**src/rtl/joydir_filter.sv**
```systemverilog
// Multi-player joystick direction conditioner: rotate, synchronise, debounce,
// then apply a 4-way / 8-way direction policy. Outputs are active-high and registered.

module joydir_player #(
   parameter int DB_TICKS = 4
) (
   input  logic       clk,
   input  logic       reset_n,
   input  logic       ce,
   input  logic [1:0] mode,
   input  logic [1:0] rot,
   input  logic       mode_chg,
   input  logic [3:0] raw,
   output logic [3:0] dir,
   output logic       chg
);
   localparam int CW = $clog2(DB_TICKS + 1);
   localparam logic [CW-1:0] DB_MAX = CW'(DB_TICKS);

   logic [3:0]         rdir, s1, s2, d, dq, nw, mask, mask_n, out_n;
   logic [3:0][CW-1:0] cnt;

   function automatic logic [3:0] hi(input logic [3:0] x);
      if (x[3])      return 4'b1000;
      else if (x[2]) return 4'b0100;
      else if (x[1]) return 4'b0010;
      else if (x[0]) return 4'b0001;
      else           return 4'b0000;
   endfunction

   // bit order {up, down, left, right}
   always_comb begin
      case (rot)
         2'd1:    rdir = {raw[1], raw[0], raw[2], raw[3]};
         2'd2:    rdir = {raw[2], raw[3], raw[0], raw[1]};
         2'd3:    rdir = {raw[0], raw[1], raw[3], raw[2]};
         default: rdir = raw;
      endcase
   end

   always_ff @(posedge clk or negedge reset_n) begin
      if (!reset_n) begin
         s1 <= '0;
         s2 <= '0;
      end else begin
         s1 <= rdir;
         s2 <= s1;
      end
   end

   always_ff @(posedge clk or negedge reset_n) begin
      if (!reset_n) begin
         cnt <= '0;
         d   <= '0;
      end else if (ce) begin
         for (int b = 0; b < 4; b++) begin
            if (s2[b] != d[b]) begin
               if (cnt[b] + CW'(1) == DB_MAX) begin
                  d[b]   <= ~d[b];
                  cnt[b] <= '0;
               end else begin
                  cnt[b] <= cnt[b] + CW'(1);
               end
            end else begin
               cnt[b] <= '0;
            end
         end
      end
   end

   always_comb begin
      nw     = d & ~dq;
      mask_n = mask;
      case (mode)
         2'd1: begin
            if (nw != 4'h0)              mask_n = hi(nw);
            else if ((d & mask) == 4'h0) mask_n = 4'hF;
         end
         2'd2: begin
            if (mask == 4'hF && d != 4'h0) mask_n = hi(d);
            else if ((d & mask) == 4'h0)   mask_n = 4'hF;
         end
         default: mask_n = 4'hF;
      endcase
      if (mode_chg) mask_n = 4'hF;

      out_n = d & mask_n;
      if (mode == 2'd3) begin
         out_n = d;
         // opposite directions cancel each other
         if (d[3] && d[2]) out_n[3:2] = 2'b00;
         if (d[1] && d[0]) out_n[1:0] = 2'b00;
      end
   end

   always_ff @(posedge clk or negedge reset_n) begin
      if (!reset_n) begin
         dq   <= '0;
         mask <= 4'hF;
         dir  <= '0;
         chg  <= 1'b0;
      end else begin
         dq   <= d;
         mask <= mask_n;
         dir  <= out_n;
         chg  <= (out_n != dir);
      end
   end
endmodule

module joydir_filter #(
   parameter int PLAYERS  = 2,
   parameter int DB_TICKS = 4
) (
   input  logic                 clk,
   input  logic                 reset_n,
   input  logic                 ce,
   input  logic [1:0]           mode,
   input  logic [1:0]           rot,
   input  logic [4*PLAYERS-1:0] in_dir,
   output logic [4*PLAYERS-1:0] out_dir,
   output logic [PLAYERS-1:0]   chg
);
   logic [1:0] mode_q;
   logic       mode_chg;

   always_ff @(posedge clk or negedge reset_n) begin
      if (!reset_n) mode_q <= 2'd0;
      else          mode_q <= mode;
   end

   // any mode change resets every player's mask to idle
   assign mode_chg = (mode != mode_q);

   for (genvar p = 0; p < PLAYERS; p++) begin : g_player
      joydir_player #(.DB_TICKS(DB_TICKS)) u_player (
         .clk      (clk),
         .reset_n  (reset_n),
         .ce       (ce),
         .mode     (mode),
         .rot      (rot),
         .mode_chg (mode_chg),
         .raw      (in_dir[4*p +: 4]),
         .dir      (out_dir[4*p +: 4]),
         .chg      (chg[p])
      );
   end
endmodule
```
**config.mk**
```make
export PLATFORM = sky130hd
export DESIGN_NAME = joydir_filter
export DESIGN_NICKNAME = d
export VERILOG_FILES = /design/src/rtl/joydir_filter.sv
export SDC_FILE = /design/constraint.sdc
export NUM_CORES = 1
export LEC_CHECK = 0
export BUFFER_PORTS_ARGS = -buffer_cell sky130_fd_sc_hd__buf_4
export CORE_MARGIN = 3
export CORE_UTILIZATION = 45
export DETAILED_ROUTE_END_ITERATION = 16
export RECOVER_POWER = 50
export REMOVE_ABC_BUFFERS = 1
export SLEW_MARGIN = 20
export SYNTH_ARGS = -nofsm -noshare
export SYNTH_HDL_FRONTEND = slang
export SYNTH_SLANG_ARGS = --single-unit
```
**constraint.sdc**
```tcl
create_clock -name clk -period 2.2 [get_ports clk]
set_input_delay 0.22 -clock clk [delete_from_list [all_inputs] [get_ports clk]]
set_output_delay 0.22 -clock clk [all_outputs]
set_load 0.005 [all_outputs]
```
==> results of run 1 <==
-- where the power goes --
part	total [mW]	switching, mW	leakage, nW	internal (mW)
clock network	1.05	0.525	0.0927	0.524
logic	1.99	1.02	1.05	0.968
registers	2.18	0.384	0.962	1.80
total	5.22	1.93	2.11	3.29
-- flip-flops by register name, indices dropped and copies added (netlist names) --
name	flops
g_player.u_player.mask	8
g_player.u_player.d	8
g_player.u_player.s1	8
mode_q	2
g_player.u_player.dq	8
g_player.u_player.s2	8
g_player.u_player.chg	2
g_player.u_player.dir	8
g_player.u_player.cnt	24
-- routing by layer --
layer	up-vias	routed length (um)	GRT usage (%)	part of all wire [%]
li1	1524	-	-	-
met1	1466	3890	22.6	49
met2	88	3580	24.2	45
met3	13	387	4.74	4.9
met4	0	101	5.18	1.3
met5	-	0	0	0
-- Yosys cell counts (3+ instances only) --
library cell  instances  area, um^2
mux2i_1               5        50.1
xor2_1               12         105
mux4_2                8         180
dfrtp_1              68        1700
o21ai_1               4        20.0
and2_1                9        56.3
ha_1                 19         238
clkbuf_1             12        45.0
mux2_2               11         124
dfstp_2               8         210
a21oi_1              14        70.1
nand3_1               8        40.0
inv_1                30         113
xnor2_1               9        78.8
nand2b_1             20         125
o31ai_1              14         105
nor3_1                9        45.0
nor2_1               18        67.6
nand4_1               6        37.5
nand2_1              47         176
o41ai_1               5        43.8
or3b_1                3        26.3
buf_2                 5        25.0
nor2b_1               6        37.5
o21ai_0              11        55.1
o32ai_1               4        35.0
a31oi_1               3        18.8
o22ai_1              12        75.1
-- worst min path at each step --
stage	from	endpoint	slack, ns	depth (start not counted)
2_1_floorplan	reset_n	g_player[0].u_player.chg	-0.08	0
3_3_place_gp	reset_n	g_player[1].u_player.dir[0]	0.27	2
3_5_place_dp	reset_n	g_player[1].u_player.dir[0]	0.27	2
4_1_cts	in_dir[7]	g_player[1].u_player.s1[3]	0.19	2
5_1_grt	in_dir[7]	g_player[1].u_player.s1[3]	0.20	2
6_report	in_dir[7]	g_player[1].u_player.s1[3]	0.20	2
-- what timing repair did --
action / CTS / global route
gates resized for setup: 0 / 1
hold buffers: 3 / 0
hold endpoints to repair: 70 / 0
setup endpoints to repair: 0 / 2
-- metrics by stage --
stage | util (%) | power, mW | std cells | area [um^2]
finish | 53.1 | 5.22 | 556 | 4740
global route | 53.1 | 5.64 | 556 | 4740
CTS | 53.3 | 5.28 | 556 | 4760
detailed placement | 50.8 | 4.20 | 537 | 4540
global placement | 50.8 | 4.13 | 537 | 4540
floorplan | - | 3.59 | 394 | 4130
-- cell type report --
| class | count | area, um^2 |
|---|---|---|
| fill | 802 | 4190 |
| sequential | 76 | 1910 |
| inverter | 31 | 116 |
| clock buffer | 10 | 128 |
| multi-input combinational | 287 | 2100 |
| tap | 108 | 135 |
| timing repair buffer | 38 | 285 |
| clock inverter | 6 | 63.8 |
-- cells by family (layout without fill, tap and decap cells) --
family          count (synthesis)  in the layout  share of synthesized area, %
simple gates                  134            134                          16.1
compound gates                 89             89                          15.2
flops                          76             76                          45.2
buf+inv                        52             85                          5.12
mux                            24             24                          8.38
xor+xnor                       21             21                          4.35
fa+ha+maj                      19             19                          5.62
==> out/results.tsv, run 1 <==
metric	value	unit
status	finished clean	
Pwr Density	1100	nW/um^2
largest net degree at the start of global routing	77	
post-DP HPWL	5560	um
share of layout cells above drive strength 1	19.2	%
Synth Cell Area	4230	um^2
Die Area	10600	um^2
GPL Wtd Cong	0.924	
PortBufs	24	
Synth Register Bits	76	
Mean Syn Cell Area	10.2	um^2
CP Max Fanout	6	
RR Endpoint	g_player[0].u_player.chg	
fin worst setup slack	0.155	ns
Synth warnings	0	
commonest non-fill, non-tap cell in the layout	dfrtp_1	
Highest Clock Rate	489	MHz
Critical Path Most Common Cell	inv_1	
number of flops mapped to enable cells by yosys	0	
crit path cell chain	dlygate4sd3_1, buf_4, inv_1, ha_1, inv_1, o22a_1, o221ai_2, mux2i_1, nor3_2, nand3_1	
Post-Synthesis Cells	415	
Setup Viol. Count Final	0	
clock sinks	76	
worst slack at placement	0.297	ns
final hold vios	0	
reg-to-reg startpoint	g_player[0].u_player.d[0]	
Worst Hold Class	input pin to flip-flop	
H-tree levels	3	
synth unique cells	55	
Vias	3091	
Area Overhead vs Synth	12.2	%
WP data arrival	2.29	ns
unrepaired setup endpoints after global routing	false	
n_diodes	0	
Leak Pwr	2.11	nW
Pre-antenna DRT Iters	4	
commonest cells after routing, fill and taps aside	dfrtp_1, nand2_1, buf_4	
drt wl/cell	14.3	um
Post-Route Setup TNS	0	ns
Boundary Pins	25	
initial antenna violation count	0	
number of post-CTS setup repair buffers	0	
Critical Path Start	mode[0]	
DRT antenna net count	0	
Core ar.	8930	um^2
crit path to	g_player[0].u_player.chg	
Slew @ Worst Pin	1.02	ns
via/cell ratio	5.56	
cell row count	34	
Critical Path Stages	10	
Final #Nets	477	
initial drt markers	159	
final-report max-slew violation count	0	
crit path launch type	input pin	
CTS Root Cell	clkbuf_8	
VDD IR max	0.000345	V
Bufs on Longest Clock Path	2	
Worst path slowest cell	dlygate4sd3_1	
crit end category	flip-flop	
max cap viols	0	
sequential area share after synthesis	45.2	%
Critical Path Max Stage Delay	0.54	ns
first-pass GRT wire length	13600	um
total CTS buffers	9	
DRC errors left	0	
Hold Slack	0.202	ns
TritonCTS clock tree	done	
final worst-path cycle share	93.0	%
worst rel slew slack	31.8	%
vias in the first global route	2939	
worst path required time	2.44	ns
Post-Route Skew	0.0116	ns
ys flop type	dfrtp_1	
GRT overflow	0	
crit-path leading delay family	buffers and inverters	
Die Wd	103	um
total wire length	7960	um
R2R Setup Slk	0.18	ns
GR Util All Layers	16.2	%
R2R depth	8	
crit path kind	input pin to flip-flop	
ys async rst share	100	%
Worst Path Buf+Inv	4	
worst-skew pair later-pin latency	0.35	ns
Initial Util	47.3	%
CTS clock-pin slew for the worst setup and hold paths	0.08	ns
Vert. Die Dim	103	um
Final Critical Period	2.04	ns
Power figures use the tool's default switching activity.
==> run 2: changes to the inputs <==
--- a/config.mk
+++ b/config.mk
@@ -8,6 +8,7 @@
 export BUFFER_PORTS_ARGS = -buffer_cell sky130_fd_sc_hd__buf_4
 export CORE_MARGIN = 3
 export CORE_UTILIZATION = 45
+export CTS_BUF_LIST = sky130_fd_sc_hd__clkbuf_2 sky130_fd_sc_hd__clkbuf_4 sky130_fd_sc_hd__clkbuf_8
 export DETAILED_ROUTE_END_ITERATION = 16
 export RECOVER_POWER = 50
 export REMOVE_ABC_BUFFERS = 1
==> run 2 against run 1 <==
Effect of this change: final cell count is the same; global-route usage is the same; combinational power is essentially flat; utilization is essentially flat; sequential power is essentially flat; sequential cell count is the same.
==> out/results.tsv, run 2 (synthesis results as in run 1) <==
metric	value	unit	change
status	finished clean		
CP Max Fanout	6		unchanged
initial antenna violation count	0		unchanged
DRT antenna net count	0		unchanged
Highest Clock Rate	490	MHz	+0.13%
crit-path leading delay family	buffers and inverters		
drt wl/cell	14.3	um	-0.19%
reg-to-reg startpoint	g_player[0].u_player.d[0]		
Core ar.	8930	um^2	unchanged
GRT overflow	0		unchanged
total wire length	7940	um	-0.19%
Vias	3093		+0.065%
largest net degree at the start of global routing	77		unchanged
Die Wd	103	um	unchanged
Critical Path Start	mode[0]		
GR Util All Layers	16.2	%	unchanged
Inst Count DP	537		unchanged
Vert. Die Dim	103	um	unchanged
post-layout util	53.1	%	about the same
final hold vios	0		unchanged
crit path kind	input pin to flip-flop		
worst slack at placement	0.297	ns	unchanged
post-DP HPWL	5560	um	unchanged
crit path launch type	input pin		
FILL cells	802		unchanged
final-report max-slew violation count	0		unchanged
first-pass GRT wire length	13600	um	unchanged
worst rel slew slack	32.2	%	+0.43 points
via/cell ratio	5.56		about the same
total CTS buffers	9		unchanged
Worst Hold Class	input pin to flip-flop		
n_diodes	0		unchanged
share of layout cells above drive strength 1	19.4	%	+0.22 points
max reg flops	24		unchanged
crit path cell chain	dlygate4sd3_1, buf_4, inv_1, ha_1, inv_1, o22a_1, o221ai_2, mux2i_1, nor3_2, nand3_1		
GPL Wtd Cong	0.924		unchanged
Post-Route Skew	0.0145	ns	+0.00291 ns
CTS Root Cell	clkbuf_8		
DRC errors left	0		unchanged
commonest cells after routing, fill and taps aside	dfrtp_1, nand2_1, buf_4		
H-tree levels	3		unchanged
unrepaired setup endpoints after global routing	false		
Post-Route Setup TNS	0	ns	unchanged
cell row count	34		unchanged
Setup Viol. Count Final	0		unchanged
Slew @ Worst Pin	1.02	ns	-0.00638 ns
hold path startpoint	in_dir[7]		
non-filler cells, final	556		unchanged
CTS clock-pin slew for the worst setup and hold paths	0.08	ns	about the same
Die Area	10600	um^2	unchanged
commonest non-fill, non-tap cell in the layout	dfrtp_1		
PortBufs	24		unchanged
Worst path slowest cell	dlygate4sd3_1		
vias in the first global route	2934		-0.17%
VDD IR max	0.000345	V	about the same
Pre-antenna DRT Iters	4		unchanged
Bufs on Longest Clock Path	2		unchanged
Leak Pwr	2.11	nW	+0.16%
Initial Util	47.3	%	unchanged
Worst Path Buf+Inv	4		unchanged
WP data arrival	2.29	ns	about the same
final worst-path cycle share	92.8	%	-0.12 points
Critical Path Max Stage Delay	0.54	ns	about the same
worst-skew pair later-pin latency	0.36	ns	about the same
Pwr Density	1100	nW/um^2	+0.26%
initial drt markers	158		-0.63%
crit end category	flip-flop		
fin worst setup slack	0.158	ns	+0.00261 ns
Top reg by flops	g_player.u_player.cnt		
Final Critical Period	2.04	ns	-0.00261 ns
Final #Nets	477		unchanged
worst path required time	2.44	ns	about the same
Area Overhead vs Synth	12.3	%	about the same
Boundary Pins	25		unchanged
TritonCTS clock tree	done		
clock sinks	76		unchanged
max cap viols	0		unchanged
Critical Path Most Common Cell	inv_1		
==> run 2: timing repair <==
item | CTS | global route
buffers inserted | 0 | 0
hold buffers | 3 | 0
endpoints found under the hold margin | 70 | 0
resized for setup | 0 | 1
setup endpoints to repair | 0 | 2
==> run 2: per-layer routing <==
metal	vias up	track usage, %	part of all wire (%)
met1	1458	22.7	49
met2	95	24.1	45
met5	-	0	0
li1	1525	-	-
met3	15	4.74	5.0
met4	0	5.18	1.5
==> run 2: worst register-to-register path: cells and delay by family, from the launching register on <==
kind | cells | cell delay, ns
AND/OR/NAND/NOR | 3 | 0.41
multiplexers | 1 | 0.15
buffers and inverters | 2 | 0.55
flip-flops | 1 | 0.36
AO/OA/AOI/OAI | 2 | 0.44
==> run 2: path summary, 6_finish.rpt <==
path / endpoint / slack [ns] / cells after the start
max in group asynchronous: g_player[1].u_player.cnt[6] / 0.83 / 3
hold / removal: g_player[1].u_player.s1[3] / 0.20 / 2
setup / recovery: g_player[0].u_player.chg / 0.16 / 10
setup reg to reg: g_player[0].u_player.chg / 0.18 / 8
hold reg to reg: g_player[1].u_player.s2[1] / 0.35 / 0
min in group asynchronous: g_player[1].u_player.dir[1] / 0.68 / 3
==> run 2: stage by stage <==
stage          hold WS, ns  total power [mW]  instance area (um^2)
2_1_floorplan      -0.0756              3.59                  4130
3_3_place_gp         0.269              4.13                  4540
3_5_place_dp         0.269              4.20                  4540
4_1_cts              0.189              5.29                  4760
5_1_grt              0.195              5.65                  4750
6_report             0.201              5.23                  4750
==> run 2: cell type report <==
class                   instances  area, um^2  share of cell area, %
flip-flops and latches         76        1910                   40.3
inverters                      31         116                   2.45
repair buffers                 38         285                   6.01
clock inverters                 6        63.8                   1.34
clock buffers                  10         131                   2.77
well taps                     108         135                   2.85
multi-input cells             287        2100                   44.3
==> run 2: power breakdown <==
| part | internal [mW] | total (mW) | switching, mW | leakage, nW |
|---|---|---|---|---|
| Sequential | 1.80 | 2.18 | 0.384 | 0.962 |
| Combinational | 0.968 | 1.99 | 1.02 | 1.05 |
| Clock | 0.536 | 1.07 | 0.532 | 0.0961 |
| Total | 3.30 | 5.23 | 1.93 | 2.11 |
